<file path="config.mk">
export PLATFORM = sky130hd
export DESIGN_NAME = uart_rx_deserializer
export DESIGN_NICKNAME = d
export VERILOG_FILES = /design/src/rtl/uart_pkg.sv /design/src/rtl/uart_sync2.sv /design/src/rtl/uart_rx_deserializer.sv
export SDC_FILE = /design/constraint.sdc
export NUM_CORES = 1
export LEC_CHECK = 0
export CAP_MARGIN = 10
export CORE_AREA = 2 2 77 79
export CTS_CLUSTER_DIAMETER = 150
export DETAILED_ROUTE_END_ITERATION = 16
export DIE_AREA = 0 0 79 81
export PLACE_DENSITY = 0.42
export SLEW_MARGIN = 20
export SYNTH_ARGS = -nofsm -noshare
export SYNTH_HDL_FRONTEND = slang
export SYNTH_SLANG_ARGS = --single-unit
</file>
<file path="constraint.sdc">
create_clock -name Clock -period 2.8 [get_ports Clock]
set_input_delay 0.84 -clock Clock [delete_from_list [all_inputs] [get_ports Clock]]
set_output_delay 0.84 -clock Clock [all_outputs]
set_load 0.1 [all_outputs]
</file>
<file path="src/rtl/uart_pkg.sv">
// Shared UART definitions: receiver FSM states, default line/clock rates and
// the bit-timing derivations used by both the receive and transmit paths.
package uart_pkg;

  localparam int unsigned DefaultClockFreq = 50_000_000;
  localparam int unsigned DefaultBaudRate  = 115_200;

  typedef enum logic [1:0] {
    IDLE  = 2'd0,
    START = 2'd1,
    DATA  = 2'd2,
    STOP  = 2'd3
  } uart_state_e;

  // Clocks per bit; integer division truncates, which is the intended rounding.
  function automatic int unsigned symbol_edge_time(input int unsigned clock_freq,
                                                   input int unsigned baud_rate);
    return clock_freq / baud_rate;
  endfunction

  function automatic int unsigned sample_time(input int unsigned clock_freq,
                                              input int unsigned baud_rate);
    return symbol_edge_time(clock_freq, baud_rate) / 2;
  endfunction

endpackage

</file>
<file path="src/rtl/uart_sync2.sv">
// Two-flop synchronizer for a single asynchronous input; the reset value is a
// parameter so an idle-high line does not look like a falling edge after reset.
module uart_sync2 #(
  parameter logic RESET_VAL = 1'b1
) (
  input  logic clk,
  input  logic rst_n,
  input  logic d,
  output logic q
);

  logic meta_q;
  logic sync_q;

  // NOTE: flops use non-blocking assignments so each stage samples the value
  // from before the edge; blocking here would collapse the chain to one flop.
  always_ff @(posedge clk or negedge rst_n) begin
    if (!rst_n) begin
      meta_q <= RESET_VAL;
      sync_q <= RESET_VAL;
    end else begin
      meta_q <= d;
      sync_q <= meta_q;
    end
  end

  assign q = sync_q;

endmodule

</file>
<file path="src/rtl/uart_rx_deserializer.sv">
// 8N1 UART receiver presenting bytes on a DataOut/DataOutValid/DataOutReady
// handshake. Define UART_RX_FRAMING_ERR_EN to add the FrameError pulse output.
module uart_rx_deserializer
  import uart_pkg::*;
#(
  parameter int unsigned ClockFreq = DefaultClockFreq,
  parameter int unsigned BaudRate  = DefaultBaudRate
) (
  input  logic       Clock,
  input  logic       Reset,
  input  logic       SIn,
  output logic [7:0] DataOut,
  output logic       DataOutValid,
  input  logic       DataOutReady,
  output logic       Overrun
`ifdef UART_RX_FRAMING_ERR_EN
  ,
  output logic       FrameError
`endif
);

  localparam int unsigned SymbolEdgeTime = symbol_edge_time(ClockFreq, BaudRate);
  localparam int unsigned SampleTime     = sample_time(ClockFreq, BaudRate);
  localparam int unsigned CntW           = $clog2(SymbolEdgeTime);
  localparam logic [CntW-1:0] SampleCnt  = CntW'(SampleTime);
  localparam logic [CntW-1:0] LastCnt    = CntW'(SymbolEdgeTime - 1);

  logic rx_s;

  uart_sync2 #(.RESET_VAL(1'b1)) u_sync (
    .clk   (Clock),
    .rst_n (Reset),
    .d     (SIn),
    .q     (rx_s)
  );

  uart_state_e     state_q, state_d;
  logic [CntW-1:0] cnt_q, cnt_d;
  logic [2:0]      bit_idx_q, bit_idx_d;
  logic [7:0]      shift_q, shift_d;
  logic            rx_prev_q;
  logic [7:0]      data_q, data_d;
  logic            valid_q, valid_d;
  logic            overrun_q, overrun_d;
  logic            sample_stb;
  logic            frame_ok;

  assign sample_stb = (cnt_q == SampleCnt);

  // NOTE: every variable gets a default before the case so no path leaves it
  // unassigned; otherwise synthesis infers a latch to hold the old value.
  always_comb begin
    state_d   = state_q;
    cnt_d     = (cnt_q == LastCnt) ? '0 : cnt_q + 1'b1;
    bit_idx_d = bit_idx_q;
    shift_d   = shift_q;
    frame_ok  = 1'b0;

    unique case (state_q)
      IDLE: begin
        if (rx_prev_q && !rx_s) state_d = START;
      end
      START: begin
        if (sample_stb) begin
          state_d   = rx_s ? IDLE : DATA;
          bit_idx_d = '0;
        end
      end
      DATA: begin
        if (sample_stb) begin
          shift_d   = {rx_s, shift_q[7:1]};
          bit_idx_d = bit_idx_q + 3'd1;
          if (bit_idx_q == 3'd7) state_d = STOP;
        end
      end
      STOP: begin
        if (sample_stb) begin
          state_d  = IDLE;
          frame_ok = rx_s;
        end
      end
      default: state_d = IDLE;
    endcase

    // Counter is pinned to 0 while idle so START always begins a fresh bit period.
    if (state_q == IDLE || state_d == IDLE) cnt_d = '0;
  end

  always_comb begin
    data_d    = data_q;
    valid_d   = valid_q;
    overrun_d = overrun_q;
    if (valid_q && DataOutReady) valid_d = 1'b0;
    // A completing frame wins over a same-cycle transfer; it only counts as
    // an overrun when the pending byte was not taken this cycle.
    if (frame_ok) begin
      data_d  = shift_q;
      valid_d = 1'b1;
      if (valid_q && !DataOutReady) overrun_d = 1'b1;
    end
  end

  // NOTE: the shift register and data byte are reset too; they are plain flops,
  // not a memory, and DataOut must read 0 immediately on reset.
  always_ff @(posedge Clock or negedge Reset) begin
    if (!Reset) begin
      state_q   <= IDLE;
      cnt_q     <= '0;
      bit_idx_q <= '0;
      shift_q   <= '0;
      rx_prev_q <= 1'b1;
      data_q    <= '0;
      valid_q   <= 1'b0;
      overrun_q <= 1'b0;
    end else begin
      state_q   <= state_d;
      cnt_q     <= cnt_d;
      bit_idx_q <= bit_idx_d;
      shift_q   <= shift_d;
      rx_prev_q <= rx_s;
      data_q    <= data_d;
      valid_q   <= valid_d;
      overrun_q <= overrun_d;
    end
  end

  assign DataOut      = data_q;
  assign DataOutValid = valid_q;
  assign Overrun      = overrun_q;

`ifdef UART_RX_FRAMING_ERR_EN
  logic frame_err_q, frame_err_d;

  assign frame_err_d = sample_stb &&
                       ((state_q == START && rx_s) || (state_q == STOP && !rx_s));

  always_ff @(posedge Clock or negedge Reset) begin
    if (!Reset) frame_err_q <= 1'b0;
    else        frame_err_q <= frame_err_d;
  end

  assign FrameError = frame_err_q;
`endif

endmodule
</file>
==> impl_metrics.json <==
{
  "vias": 947,
  "wl_per_cell_um": 12.8,
  "min_path_type": "reg -> reg",
  "regToRegStartpoint": "cnt_q[5]$_DFF_PN0_",
  "drive_gt1_share_pct": 31.2,
  "postSynthAreaPerCell_um2": 12.6,
  "diodes": 0,
  "ys_seq_area_share_pct": 57.6,
  "p_clk_share_pct": 37.6,
  "mostFrequentLayoutCells": "dfrtp_1, mux2_2, nor2_1",
  "ys_ff_latch": 35,
  "die-area_um2": 6400,
  "path_cells": "nand2b_1 -> or4_1 -> nor3_4 -> mux2_2",
  "setup_violations": 0,
  "async_flop_share_pct": 100,
  "whs_ns": 0.356,
  "post_cts_buffers": 0,
  "core_area_um2": 5680,
  "htreeDepth": 2,
  "start_util_pct": 26.9,
  "worstSetupPathType": "reg -> reg",
  "outcome": "finished, final reports clean",
  "grtUsageMet2_pct": 16.6,
  "clkTransAtPathRegs_ns": 0.07,
  "rr_worst_depth": 4,
  "syn-cell-area_um2": 1530,
  "grtUsageTotal_pct": 9.61,
  "viasPerCell": 4.38,
  "power_frac_seq_pct": 51.2,
  "port_buffers": 13,
  "crit_slowest_cell": "or4_1",
  "gp_congestion": 0.697,
  "switchingPower_mw": 0.318,
  "fin_crit_sh_pct": 79.4,
  "row_count": 28,
  "yosysTopAreaCellShare_pct": 52.4,
  "cts-root-buf": "clkbuf_8",
  "die_h_um": 81,
  "slew_violations": 0,
  "ys_warn_count": 0,
  "end_kind": "register",
  "grt_use_met3_pct": 3.56,
  "critPathArrivalTime_ns": 2.39,
  "first_iter_violations": 11,
  "synth_cell_types": 32,
  "required_ns": 2.96,
  "grtUsageMet1_pct": 10.2,
  "drc_errors": 0,
  "first_pass_iters": 3,
  "clock-sinks": 35,
  "cts_buffer_depth": 2,
  "power_switching_share_pct": 25.7,
  "hp-start": "u_sync.meta_q$_DFF_PN1_",
  "top_usage_layer": "met2",
  "slowest_delay_ns": 0.60,
  "syn_nets": 129,
  "rsz0062_at_grt": "false",
  "grt_pass1_wl_um": 4530,
  "finalSetupTns_ns": 0,
  "startpoint_type": "register",
  "crit_start": "cnt_q[5]$_DFF_PN0_",
  "totalWireLength_um": 2770,
  "finalHoldViolCount": 0,
  "max_freq_mhz": 450,
  "skew_ns": 0.00665,
  "cts_tree": "built",
  "ant_nets": 0,
  "dpl.hpwl_um": 1920,
  "worstSkewPairLatency_ns": 0.28,
  "final_common_cell": "dfrtp_1",
  "fillCellCount": 586,
  "fin_crit_ns": 2.22,
  "ctsResizeCount": 0,
  "ir_worst_vdd_uv": 194,
  "area_delta_synth_final_pct": 20.6,
  "intPower_mw": 0.917,
  "grt_remaining_overflow": 0,
  "cts_hold_buf": 0,
  "synth-edff-count": 0,
  "syn_inst": 121,
  "holdPathStages": 0,
  "chipWidth_um": 79,
  "power.leakage_nw": 0.893,
  "grt_pass1_vias": 961,
  "cp_max_fo": 10,
  "grt_max_degree": 36,
  "comb_power_share_pct": 11.3,
  "synth_area_leaders": "dfrtp_1, mux2_2, dfstp_2, nor2_1, ha_1",
  "synth-main-ff-cell": "dfrtp_1",
  "synth_top_area_cell": "dfrtp_1",
  "worstMarginPinSlew_ns": 0.739,
  "cts_buffers": 5,
  "max_slew_margin_pct": 50.7,
  "drv_cap": 0,
  "ioPinCount": 14,
  "antenna_found_initial": 0,
  "p_per_area_nw_per_um2": 670,
  "fin_nets": 148
}
==> layout make-up <==
type,instances,area [um2],share of cell area (%)
Sequential cell,35,880,47.7
Tap cell,75,93.8,5.09
Inverter,4,15.0,0.815
Clock inverter,2,35.0,1.90
Timing Repair Buffer,14,113,6.11
Multi-Input combinational cell,80,624,33.9
Clock buffer,6,82.6,4.48
==> state kept, by name, indices dropped and copies added (netlist names) <==
| name | cells |
|---|---|
| shift_q | 8 |
| rx_prev_q | 1 |
| DataOutValid | 1 |
| cnt_q | 9 |
| state_q | 2 |
| u_sync.meta_q | 1 |
| Overrun | 1 |
| DataOut | 8 |
| u_sync.q | 1 |
| bit_idx_q | 3 |
==> metal layers <==
metal	share of wire (%)	routed length, um
met1	43	1210
met2	51	1420
met3	3.4	94
met4	1.7	48
met5	0	0
==> final timing paths <==
kind / end / slack [ns]
min in group asynchronous: cnt_q[4]$_DFF_PN0_ / 0.96
hold / removal: u_sync.q$_DFF_PN1_ / 0.36
setup reg to reg: DataOut[0]$_DFFE_PN0P_ / 0.58
max in group asynchronous: rx_prev_q$_DFF_PN1_ / 1.48
hold reg to reg: u_sync.q$_DFF_PN1_ / 0.36
setup / recovery: DataOut[0]$_DFFE_PN0P_ / 0.58
==> per-stage QoR <==
stage | instance area (um2) | setup slack [ns] | utilization [%] | power (mW) | cells
after global routing | 1840 | 0.470 | 32.5 | 1.31 | 216
after global placement | 1730 | 0.630 | 30.4 | 0.776 | 208
final | 1840 | 0.576 | 32.5 | 1.23 | 216
after CTS | 1840 | 0.558 | 32.5 | 1.26 | 216
after detailed placement | 1730 | 0.559 | 30.4 | 0.782 | 208
after floorplan | 1530 | 0.808 | - | 0.729 | 121
==> synthesized netlist by cell type (2+ instances only) <==
library cell / count
a21o_1: 3
a21oi_1: 3
and2_1: 2
dfrtp_1: 32
dfstp_2: 3
ha_1: 4
inv_1: 3
mux2_2: 17
nand2_1: 5
nand3_1: 3
nand4_1: 4
nor2_1: 16
nor3_4: 2
xnor2_1: 5
xor2_1: 2
==> cells by family after synthesis <==
group / count (synthesis) / synth area share [%]
AND/OR/NAND/NOR: 39 / 14.4
adder cells (fa/ha/maj): 4 / 3.28
XOR/XNOR: 7 / 4.01
flip-flops: 35 / 57.6
buffers and inverters: 6 / 1.56
multiplexers: 17 / 12.5
AO/OA/AOI/OAI: 13 / 6.63
==> power groups by stage <==
stage	clock network, mW	registers, mW	logic, mW
after detailed placement	0	0.642	0.140
after global placement	0	0.640	0.136
final	0.464	0.632	0.139
after global routing	0.508	0.641	0.159
after floorplan	0	0.622	0.107
after CTS	0.483	0.632	0.143
==> critical path, delay by kind of cell, from the launching register on <==
family           cells  cell delay, ns
muxes                1            0.40
and+or+nand+nor      3            1.26
DFF                  1            0.44
(Power assumes the default switching activity.)
==> RTL edit: new RTL, same flow settings <==
`shift_q` and `data_q` no longer have a reset.
--- a/src/rtl/uart_rx_deserializer.sv
+++ b/src/rtl/uart_rx_deserializer.sv
@@ -107,21 +107,22 @@
       state_q   <= IDLE;
       cnt_q     <= '0;
       bit_idx_q <= '0;
-      shift_q   <= '0;
       rx_prev_q <= 1'b1;
-      data_q    <= '0;
       valid_q   <= 1'b0;
       overrun_q <= 1'b0;
     end else begin
       state_q   <= state_d;
       cnt_q     <= cnt_d;
       bit_idx_q <= bit_idx_d;
-      shift_q   <= shift_d;
       rx_prev_q <= rx_s;
-      data_q    <= data_d;
       valid_q   <= valid_d;
       overrun_q <= overrun_d;
     end
+  end
+
+  always_ff @(posedge Clock) begin
+    shift_q <= shift_d;
+    data_q  <= data_d;
   end
 
   assign DataOut      = data_q;
Formal check against the unedited RTL: same outputs for any inputs over 10 cycles, from zero or initial values and one cycle with Reset low; that may be too few to reach the edited logic, so the function may still have changed.
==> RTL edit against the unedited design <==
Wire length shrank 12%; worst setup slack gained 0.41 ns; total power grew 4.1%; sequential cell count is the same; highest routed layer unchanged; die area is the same; area after synthesis shrank 2.5%; design area shrank 3.0%; critical path depth shrank 3.
==> RTL edit: results <==
metrics = {
    "critical_path": {
        "path_delay_family": "flip-flops",
        "worst-endpoint-arrival_ns": 0.97,
        "cp_max_fo": 3,
        "setup.worst_path.end": "DataOutValid",
        "rr_endpoint": "shift_q[2]$_DFFE_PP_",
        "crit_path_top_delay_cell": "sky130_fd_sc_hd__dfrtp_1",
        "reg2reg_setup_slack_ns": 1.10,
        "worstReg2RegStart": "cnt_q[1]$_DFF_PN0_",
        "ff2ff_path_depth": 6,
    },
    "placed_design": {
        "place_area_sq_um": 1670,
        "place.detailed.instances": 191,
        "globalplace.congestion": 0.768,
    },
    "route": {
        "post_drt_via_cell_ratio": 4.26,
        "detail_route.wl_per_cell_microns": 12.2,
        "dr.pass1.iters": 4,
        "finalWirelength_mm": 2.44,
        "1st_iter_drt_viols": 24,
    },
    "hold_path": {
        "hold_class": "reg2reg",
    },
    "cells_and_area": {
        "multi_input_area_share": 0.274,
        "non_clock_buffer_count": 15,
        "area_share_clock_buf_inv": 0.0651,
        "multi_input_gate_count": 64,
        "buf_share": 0.0672,
        "antenna_diode_count": 0,
        "ff_latch_area_sq_um": 960,
    },
    "clock_tree": {
        "cts-root-buf": "sky130_fd_sc_hd__clkbuf_8",
        "h-tree-depth": 2,
    },
    "grt": {
        "grt_pass1_vias": 910,
        "grt_use_total": 0.0879,
        "grt_util_met2": 0.135,
        "grt_start_max_net_pins": 20,
        "grt_use_met3": 0.0267,
        "grt_first_pass_wirelength_mm": 4.21,
        "grtUsageMet1": 0.108,
    },
    "pwr": {
        "power.density_nw_per_um2": 719,
        "worst_ir_drop_vdd_v": 0.000261,
    },
    "yosys": {
        "seq_area_frac_synth": 0.645,
        "area_fraction_in_compound_gates_after_synthesis": 0.0689,
        "synth.distinct_cells": 36,
        "synthTopCellsByCount": "16 x sky130_fd_sc_hd__dfrtp_1, 16 x sky130_fd_sc_hd__edfxtp_1, 6 x sky130_fd_sc_hd__nor3_2",
        "synth-adder-area-share": 0.0336,
        "post_synth_arst_share": 0.543,
        "yosys-mux-area-fraction": 0.00756,
        "synth_xor_area_frac": 0.0412,
        "synthCells": 105,
    },
    "outcome": {
        "run_status": "complete, no violations",
    },
    "timing": {
        "final.period_utilization": 0.647,
        "worst_clock_skew_ns": 0.00649,
        "timing.slew.headroom": 0.704,
        "fin_worst_hold_slack_ns": 0.363,
    },
}
-- RTL edit: layer usage --
metal  vias to the layer above  routed length [microns]
met3                         5                      106
met2                        14                     1190
met5                         -                        0
met4                         0                       51
met1                       412                     1090
li1                        417                        -
-- RTL edit: worst min path at each step --
stage,startpoint,to,depth (start not counted)
3_3_place_gp,u_sync.meta_q$_DFF_PN1_,u_sync.q$_DFF_PN1_,0
2_1_floorplan,u_sync.meta_q$_DFF_PN1_,u_sync.q$_DFF_PN1_,0
3_5_place_dp,u_sync.meta_q$_DFF_PN1_,u_sync.q$_DFF_PN1_,0
6_report,u_sync.meta_q$_DFF_PN1_,u_sync.q$_DFF_PN1_,0
5_1_grt,u_sync.meta_q$_DFF_PN1_,u_sync.q$_DFF_PN1_,0
4_1_cts,u_sync.meta_q$_DFF_PN1_,u_sync.q$_DFF_PN1_,0
-- RTL edit: where the power goes --
group          internal (uW)  total [uW]  switching (uW)
logic                   86.2         158            72.0
registers                587         666            78.4
clock network            270         461             192
total                    943        1290             342
